## config.mk

```make
export PLATFORM = sky130hd
export DESIGN_NAME = spi_response_arbiter
export DESIGN_NICKNAME = d
export VERILOG_FILES = /design/src/rtl/spi_response_arbiter.sv
export SDC_FILE = /design/constraint.sdc
export NUM_CORES = 1
export LEC_CHECK = 0
export CAP_MARGIN = 20
export CORE_MARGIN = 2
export CORE_UTILIZATION = 50
export CTS_BUF_LIST = sky130_fd_sc_hd__clkbuf_16
export DETAILED_ROUTE_END_ITERATION = 8
export MAX_ROUTING_LAYER = met4
export PLACE_DENSITY = 0.88
export SETUP_SLACK_MARGIN = 0.15
export SYNTH_ARGS = -nofsm -noshare
export SYNTH_HDL_FRONTEND = slang
export SYNTH_SLANG_ARGS = --single-unit
```

## constraint.sdc

```tcl
create_clock -name clock_in -period 3.4 [get_ports clock_in]
set_input_delay 0.85 -clock clock_in [delete_from_list [all_inputs] [get_ports clock_in]]
set_output_delay 0.85 -clock clock_in [all_outputs]
set_load 0.02 [all_outputs]
```

## src/rtl/spi_response_arbiter.sv

```systemverilog
`default_nettype none
// ============================================================================
// Module      : spi_response_arbiter
// Description : Shares the single SPI peripheral response channel between
//               NUM_REQ requesters. One requester is granted per transaction,
//               and the granted byte is forwarded through a register. Cycles
//               where more than one requester claims the opcode are counted.
//               If no requester answers within TIMEOUT_CYCLES, the arbiter
//               returns DEFAULT_RESPONSE.
//               Optional macro SPI_RESPONSE_ARBITER_ROUND_ROBIN_EN rotates
//               grant priority. Without it, the lowest index wins.
// Revision    : 1.0 - initial release
// ============================================================================
module spi_response_arbiter #(
    parameter int         NUM_REQ          = 4,
    parameter int         TIMEOUT_CYCLES   = 255,
    parameter logic [7:0] DEFAULT_RESPONSE = 8'h00
) (
    input  logic                   clock_in,
    input  logic                   reset_in,
    input  logic [7:0]             opcode_in,
    input  logic                   opcode_valid_in,
    input  logic [8*NUM_REQ-1:0]   response_in,
    input  logic [NUM_REQ-1:0]     response_valid_in,
    output logic [7:0]             response_out,
    output logic                   response_valid_out,
    output logic [2:0]             owner_out,
    output logic                   timeout_out,
    output logic [7:0]             collision_count_out
);

    typedef enum logic [1:0] {
        ST_IDLE      = 2'd0,
        ST_WAIT      = 2'd1,
        ST_GRANTED   = 2'd2,
        ST_TIMED_OUT = 2'd3
    } state_t;

    localparam logic [15:0] c_timer_last = 16'(TIMEOUT_CYCLES - 1);
    localparam logic [7:0]  c_count_max  = 8'hFF;

    // Registered state
    state_t      r_state;
    logic        r_opv_d;
    logic [7:0]  r_opcode;
    logic [15:0] r_timer;
    logic [2:0]  r_owner;
    logic [7:0]  r_resp;
    logic        r_resp_valid;
    logic        r_timeout;
    logic [7:0]  r_coll_cnt;

    // Next-state values
    state_t      w_state_nxt;
    logic [7:0]  w_opcode_nxt;
    logic [15:0] w_timer_nxt;
    logic [2:0]  w_owner_nxt;
    logic [7:0]  w_resp_nxt;
    logic        w_resp_valid_nxt;
    logic        w_timeout_nxt;
    logic [7:0]  w_coll_nxt;

    // Arbitration helpers
    logic        w_rise;
    logic        w_any;
    logic        w_multi;
    logic [3:0]  w_num_valid;
    logic [2:0]  w_winner;
    logic [7:0]  w_winner_byte;
    logic        w_owner_valid;
    logic [7:0]  w_owner_byte;

    assign w_rise = opcode_valid_in & ~r_opv_d;
    assign w_any  = |response_valid_in;

    // Count claiming requesters to detect a collision in the grant cycle
    always_comb begin
        w_num_valid = 4'd0;
        for (int k = 0; k < NUM_REQ; k++) begin
            w_num_valid = w_num_valid + {3'd0, response_valid_in[k]};
        end
        w_multi = (w_num_valid > 4'd1);
    end

`ifdef SPI_RESPONSE_ARBITER_ROUND_ROBIN_EN
    logic [2:0] r_last_owner;
    logic [2:0] w_last_owner_nxt;
    logic [2:0] w_search_start;
    logic       w_found;

    assign w_search_start = (r_last_owner == 3'(NUM_REQ - 1)) ? 3'd0 : r_last_owner + 3'd1;

    // Rotating priority: the first pass covers indices at or above the start.
    // The second pass wraps around to the indices below it.
    always_comb begin
        w_winner = 3'd0;
        w_found  = 1'b0;
        for (int k = 0; k < NUM_REQ; k++) begin
            if (!w_found && response_valid_in[k] && (3'(k) >= w_search_start)) begin
                w_winner = 3'(k);
                w_found  = 1'b1;
            end
        end
        for (int k = 0; k < NUM_REQ; k++) begin
            if (!w_found && response_valid_in[k]) begin
                w_winner = 3'(k);
                w_found  = 1'b1;
            end
        end
    end

    // Last owner advances only on a grant, so a timeout leaves the rotation unchanged
    always_comb begin
        w_last_owner_nxt = r_last_owner;
        if (r_state == ST_WAIT && opcode_valid_in && (opcode_in == r_opcode) && w_any) begin
            w_last_owner_nxt = w_winner;
        end
    end

    // Rotation pointer register
    always_ff @(posedge clock_in) begin
        if (reset_in) begin
            r_last_owner <= 3'(NUM_REQ - 1);
        end else begin
            r_last_owner <= w_last_owner_nxt;
        end
    end
`else
    // Fixed priority: scan downward so the lowest set index wins
    always_comb begin
        w_winner = 3'd0;
        for (int k = NUM_REQ - 1; k >= 0; k--) begin
            if (response_valid_in[k]) begin
                w_winner = 3'(k);
            end
        end
    end
`endif

    // Select the byte of the candidate winner and of the current owner
    always_comb begin
        w_winner_byte = 8'd0;
        w_owner_byte  = 8'd0;
        w_owner_valid = 1'b0;
        for (int k = 0; k < NUM_REQ; k++) begin
            if (w_winner == 3'(k)) begin
                w_winner_byte = response_in[8*k +: 8];
            end
            if (r_owner == 3'(k)) begin
                w_owner_byte  = response_in[8*k +: 8];
                w_owner_valid = response_valid_in[k];
            end
        end
    end

    // Transaction FSM next-state and output logic. A transaction end takes
    // priority over a grant, and a grant takes priority over a timeout.
    always_comb begin
        w_state_nxt      = r_state;
        w_opcode_nxt     = r_opcode;
        w_timer_nxt      = r_timer;
        w_owner_nxt      = r_owner;
        w_resp_nxt       = r_resp;
        w_resp_valid_nxt = r_resp_valid;
        w_timeout_nxt    = 1'b0;
        w_coll_nxt       = r_coll_cnt;

        case (r_state)
            ST_IDLE: begin
                w_resp_valid_nxt = 1'b0;
                if (w_rise) begin
                    w_state_nxt  = ST_WAIT;
                    w_opcode_nxt = opcode_in;
                    w_timer_nxt  = 16'd0;
                end
            end
            default: begin
                if (!opcode_valid_in) begin
                    w_state_nxt      = ST_IDLE;
                    w_resp_valid_nxt = 1'b0;
                end else if (opcode_in != r_opcode) begin
                    // A new opcode without a gap starts a new transaction
                    w_state_nxt      = ST_WAIT;
                    w_opcode_nxt     = opcode_in;
                    w_timer_nxt      = 16'd0;
                    w_resp_valid_nxt = 1'b0;
                end else begin
                    case (r_state)
                        ST_WAIT: begin
                            if (w_any) begin
                                w_state_nxt      = ST_GRANTED;
                                w_owner_nxt      = w_winner;
                                w_resp_nxt       = w_winner_byte;
                                w_resp_valid_nxt = 1'b1;
                                if (w_multi && (r_coll_cnt != c_count_max)) begin
                                    w_coll_nxt = r_coll_cnt + 8'd1;
                                end
                            end else if (r_timer == c_timer_last) begin
                                w_state_nxt      = ST_TIMED_OUT;
                                w_resp_nxt       = DEFAULT_RESPONSE;
                                w_resp_valid_nxt = 1'b1;
                                w_timeout_nxt    = 1'b1;
                            end else begin
                                w_timer_nxt = r_timer + 16'd1;
                            end
                        end
                        ST_GRANTED: begin
                            // Only the owner is followed; other requesters are ignored
                            if (w_owner_valid) begin
                                w_resp_nxt       = w_owner_byte;
                                w_resp_valid_nxt = 1'b1;
                            end else begin
                                w_resp_valid_nxt = 1'b0;
                            end
                        end
                        default: begin
                            // In TIMED_OUT, hold the default response until the transaction ends
                        end
                    endcase
                end
            end
        endcase
    end

    // State and output registers
    always_ff @(posedge clock_in) begin
        if (reset_in) begin
            r_state      <= ST_IDLE;
            r_opcode     <= 8'd0;
            r_timer      <= 16'd0;
            r_owner      <= 3'd0;
            r_resp       <= 8'd0;
            r_resp_valid <= 1'b0;
            r_timeout    <= 1'b0;
            r_coll_cnt   <= 8'd0;
        end else begin
            r_state      <= w_state_nxt;
            r_opcode     <= w_opcode_nxt;
            r_timer      <= w_timer_nxt;
            r_owner      <= w_owner_nxt;
            r_resp       <= w_resp_nxt;
            r_resp_valid <= w_resp_valid_nxt;
            r_timeout    <= w_timeout_nxt;
            r_coll_cnt   <= w_coll_nxt;
        end
    end

    // Track opcode_valid_in during reset as well. If valid is held high
    // through reset, that is not a fresh rising edge.
    always_ff @(posedge clock_in) begin
        r_opv_d <= opcode_valid_in;
    end

    assign response_out        = r_resp;
    assign response_valid_out  = r_resp_valid;
    assign owner_out           = r_owner;
    assign timeout_out         = r_timeout;
    assign collision_count_out = r_coll_cnt;

endmodule
`default_nettype wire

```

==> results of run 1 <==
cell families after synthesis:
group	Yosys count
other	1
muxes	22
AOI/OAI and AO/OA	85
and+or+nand+nor	133
adders and majority gates	5
buffers and inverters	27
DFF	47
xor gates and xnor gates	14
per-stage QoR:
stage	hold slack (ns)	worst slack (ns)
2_1_floorplan	0.448	0.575
3_3_place_gp	0.454	0.180
3_5_place_dp	0.461	0.0670
4_1_cts	0.469	0.364
5_1_grt	0.492	0.175
6_report	0.466	0.373
flip-flops by register name, indices dropped and copies added (netlist names):
signal,flops
owner_out,2
r_state,2
timeout_out,1
r_opv_d,1
r_timer,16
r_opcode,8
response_valid_out,1
collision_count_out,8
response_out,8
power groups by stage:
stage               Clock (mW)  Combinational, mW  Sequential, mW
global placement             0              0.174           0.573
floorplan                    0             0.0926           0.573
finish                   0.540              0.181           0.562
CTS                      0.545              0.180           0.561
global route             0.567              0.197           0.562
detailed placement           0              0.179           0.574
layer usage:
metal  GRT usage, %  vias to the layer above  share of wire (%)
met1           30.7                     1366                 40
li1               -                     1368                  -
met5              -                        -                  0
met2           42.8                      136                 49
met3           5.17                       35                6.2
met4           13.4                        0                4.1
critical path, cell delays in order:
cell             delay [ns]
clkdlybuf4s50_1        0.48
inv_1                  0.08
ha_1                   0.20
nor3b_2                0.16
or4_1                  0.52
nor4_2                 0.43
nand4_1                0.16
mux2_1                 0.32
layout make-up:
| cell class | instances | area share (%) |
|---|---|---|
| Multi-Input combinational cell | 260 | 48.5 |
| Sequential cell | 47 | 25.0 |
| Timing Repair Buffer | 74 | 19.1 |
| Clock buffer | 5 | 3.32 |
| Tap cell | 72 | 2.39 |
| Clock inverter | 2 | 0.896 |
| Inverter | 8 | 0.797 |
path summary, 6_finish.rpt:
| path | endpoint | slack [ns] | depth (start not counted) |
|---|---|---|---|
| worst min register to register | r_opcode[0] | 0.47 | 2 |
| worst min-delay path | r_opcode[0] | 0.47 | 2 |
| worst max-delay path | collision_count_out[4] | 0.37 | 8 |
| worst max register to register | r_timer[14] | 0.97 | 6 |
cell usage after synthesis (9+ instances only):
cell type | instances | share of area, %
nand2_1 | 37 | 4.8
o21ai_1 | 12 | 2.1
a211oi_1 | 16 | 4.1
nor2_1 | 26 | 3.4
mux2i_1 | 12 | 4.1
mux4_2 | 9 | 7.0
nand4_1 | 9 | 1.9
clkbuf_1 | 10 | 1.3
dfxtp_1 | 47 | 32
a21oi_1 | 27 | 4.7
nand3_1 | 9 | 1.6
==> impl_metrics.py, run 1 <==
metrics = {
    "outcome": {
        "status": "complete, no violations",
    },
    "setup_path": {
        "r2r_start": "r_timer[12]",
        "crit_path_start_kind": "input pin",
        "setup.worst_path.start": "response_valid_in[1]",
        "arrival_ns": 3.20,
        "cp.required_ns": 3.57,
        "worst-path-max-fanout": 4,
        "path_class": "in2reg",
        "end_kind": "register",
    },
    "layout": {
        "fin_nets": 448,
        "stdcell_area_sq_um": 3770,
        "drive_gt1_share_pct": 10.4,
        "fillers": 439,
        "multi_input_area_sq_um": 1830,
        "finalNonFillerCells": 468,
        "layout_commonest_cell": "clkdlybuf4s50_1",
        "syn_to_final_growth_pct": 29.9,
        "regArea_sq_um": 941,
        "final_cell_mix": "clkdlybuf4s50_1 (66), dfxtp_1 (47), nand2_1 (37)",
        "diodes": 0,
        "final_util_pct": 68.0,
    },
    "synth": {
        "ys_warn_count": 0,
        "synthAdderAreaFrac_pct": 2.41,
        "synthFlopType": "dfxtp_1",
        "muxShareOfSynthArea_pct": 11.5,
        "synth_edf_count": 0,
        "yosys_register_bits": 47,
        "synth-simple-area-share_pct": 25.0,
        "async_flop_share_pct": 0,
        "synth_compound_area_share_pct": 19.8,
        "yosys.area_share.xor_xnor_pct": 4.23,
        "netlist_instances": 334,
        "synth_cell_types": 55,
        "synthesis.area_sq_um": 2900,
        "synth-seq-area-share_pct": 32.4,
        "synth_top_family_by_area": "simple AND/OR/NAND/NOR gates",
        "syn_avg_cell_area_sq_um": 8.69,
        "synth_nets": 386,
    },
    "power_and_ir_drop": {
        "p_sw_share_pct": 22.8,
        "vdd_drop_max_mv": 0.290,
        "finalPower_mw": 1.28,
        "clock_power_share_pct": 42.1,
        "p_comb_share_pct": 14.1,
        "pwr_density_cell_nw_per_um2": 340,
        "internal_power_mw": 0.991,
        "cellLeakagePower_nw": 1.26,
        "p_sw_mw": 0.292,
        "power.share.sequential_pct": 43.8,
    },
    "die": {
        "ios": 68,
        "die_h_um": 80.2,
        "core_area_sq_um": 5540,
        "initial_utilization_pct": 52.4,
        "num_rows": 27,
        "die_x_um": 80.2,
        "die_area_sq_um": 6430,
    },
    "cts": {
        "cts_setup_buffers": 0,
        "tritoncts": "built",
        "clock_tree.root_cell": "clkbuf_16",
        "htree_levels": 2,
        "clockBufferDepth": 2,
        "clk_latency_ns": 0.29,
        "clkTransAtPathRegs_ns": 0.06,
        "cts.sinks": 47,
        "cts_buffers": 5,
        "cts_hold_buffers": 0,
        "ctsResizeCount": 0,
    },
    "global_routing": {
        "grt_use_total_pct": 26.2,
        "grt_first_pass_wirelength_um": 12900,
        "grt_max_degree": 34,
        "overflow": 0,
        "first_global_vias": 2854,
        "antenna_found_initial": 0,
    },
    "job": {
        "cap_violations": 0,
    },
    "placed_design": {
        "dpl.hpwl_um": 5710,
        "portBuffers": 66,
        "dpl_cell_area_sq_um": 3610,
        "placed_cells": 461,
        "gp_congestion": 0.876,
    },
    "drt": {
        "vias": 2905,
        "finalWirelength_um": 7770,
        "drtIter0Drc": 171,
        "drc": 0,
        "drtPass1Iterations": 5,
        "wl_per_cell_um": 16.6,
        "ant_nets": 0,
        "viasPerCell": 6.21,
    },
    "timing": {
        "max_freq_ghz": 0.330,
        "fin_tns_setup_ns": 0,
        "drv_slew": 0,
        "worst_pin_slew_ns": 0.754,
        "fin_crit_sh_pct": 89.0,
        "finalClockSkew_ns": 0.00569,
        "setup_viol": 0,
        "hold_viol": 0,
        "max_slew_margin_pct": 49.4,
        "fin_crit_ns": 3.03,
        "rsz0062_at_grt": "false",
    },
    "hold_path": {
        "hold_class": "reg2reg",
        "min-delay-start": "r_opcode[0]",
    },
}
No activity file was read; power rests on OpenSTA's default activity.
==> inputs of run 2 (changes only) <==
--- a/config.mk
+++ b/config.mk
@@ -9,6 +9,7 @@
 export CORE_MARGIN = 2
 export CORE_UTILIZATION = 50
 export CTS_BUF_LIST = sky130_fd_sc_hd__clkbuf_16
+export CTS_CLUSTER_SIZE = 40
 export DETAILED_ROUTE_END_ITERATION = 8
 export MAX_ROUTING_LAYER = met4
 export PLACE_DENSITY = 0.88
==> results of run 2 <==
No change in the layout: final DEF, timing and power equal those of run 1.
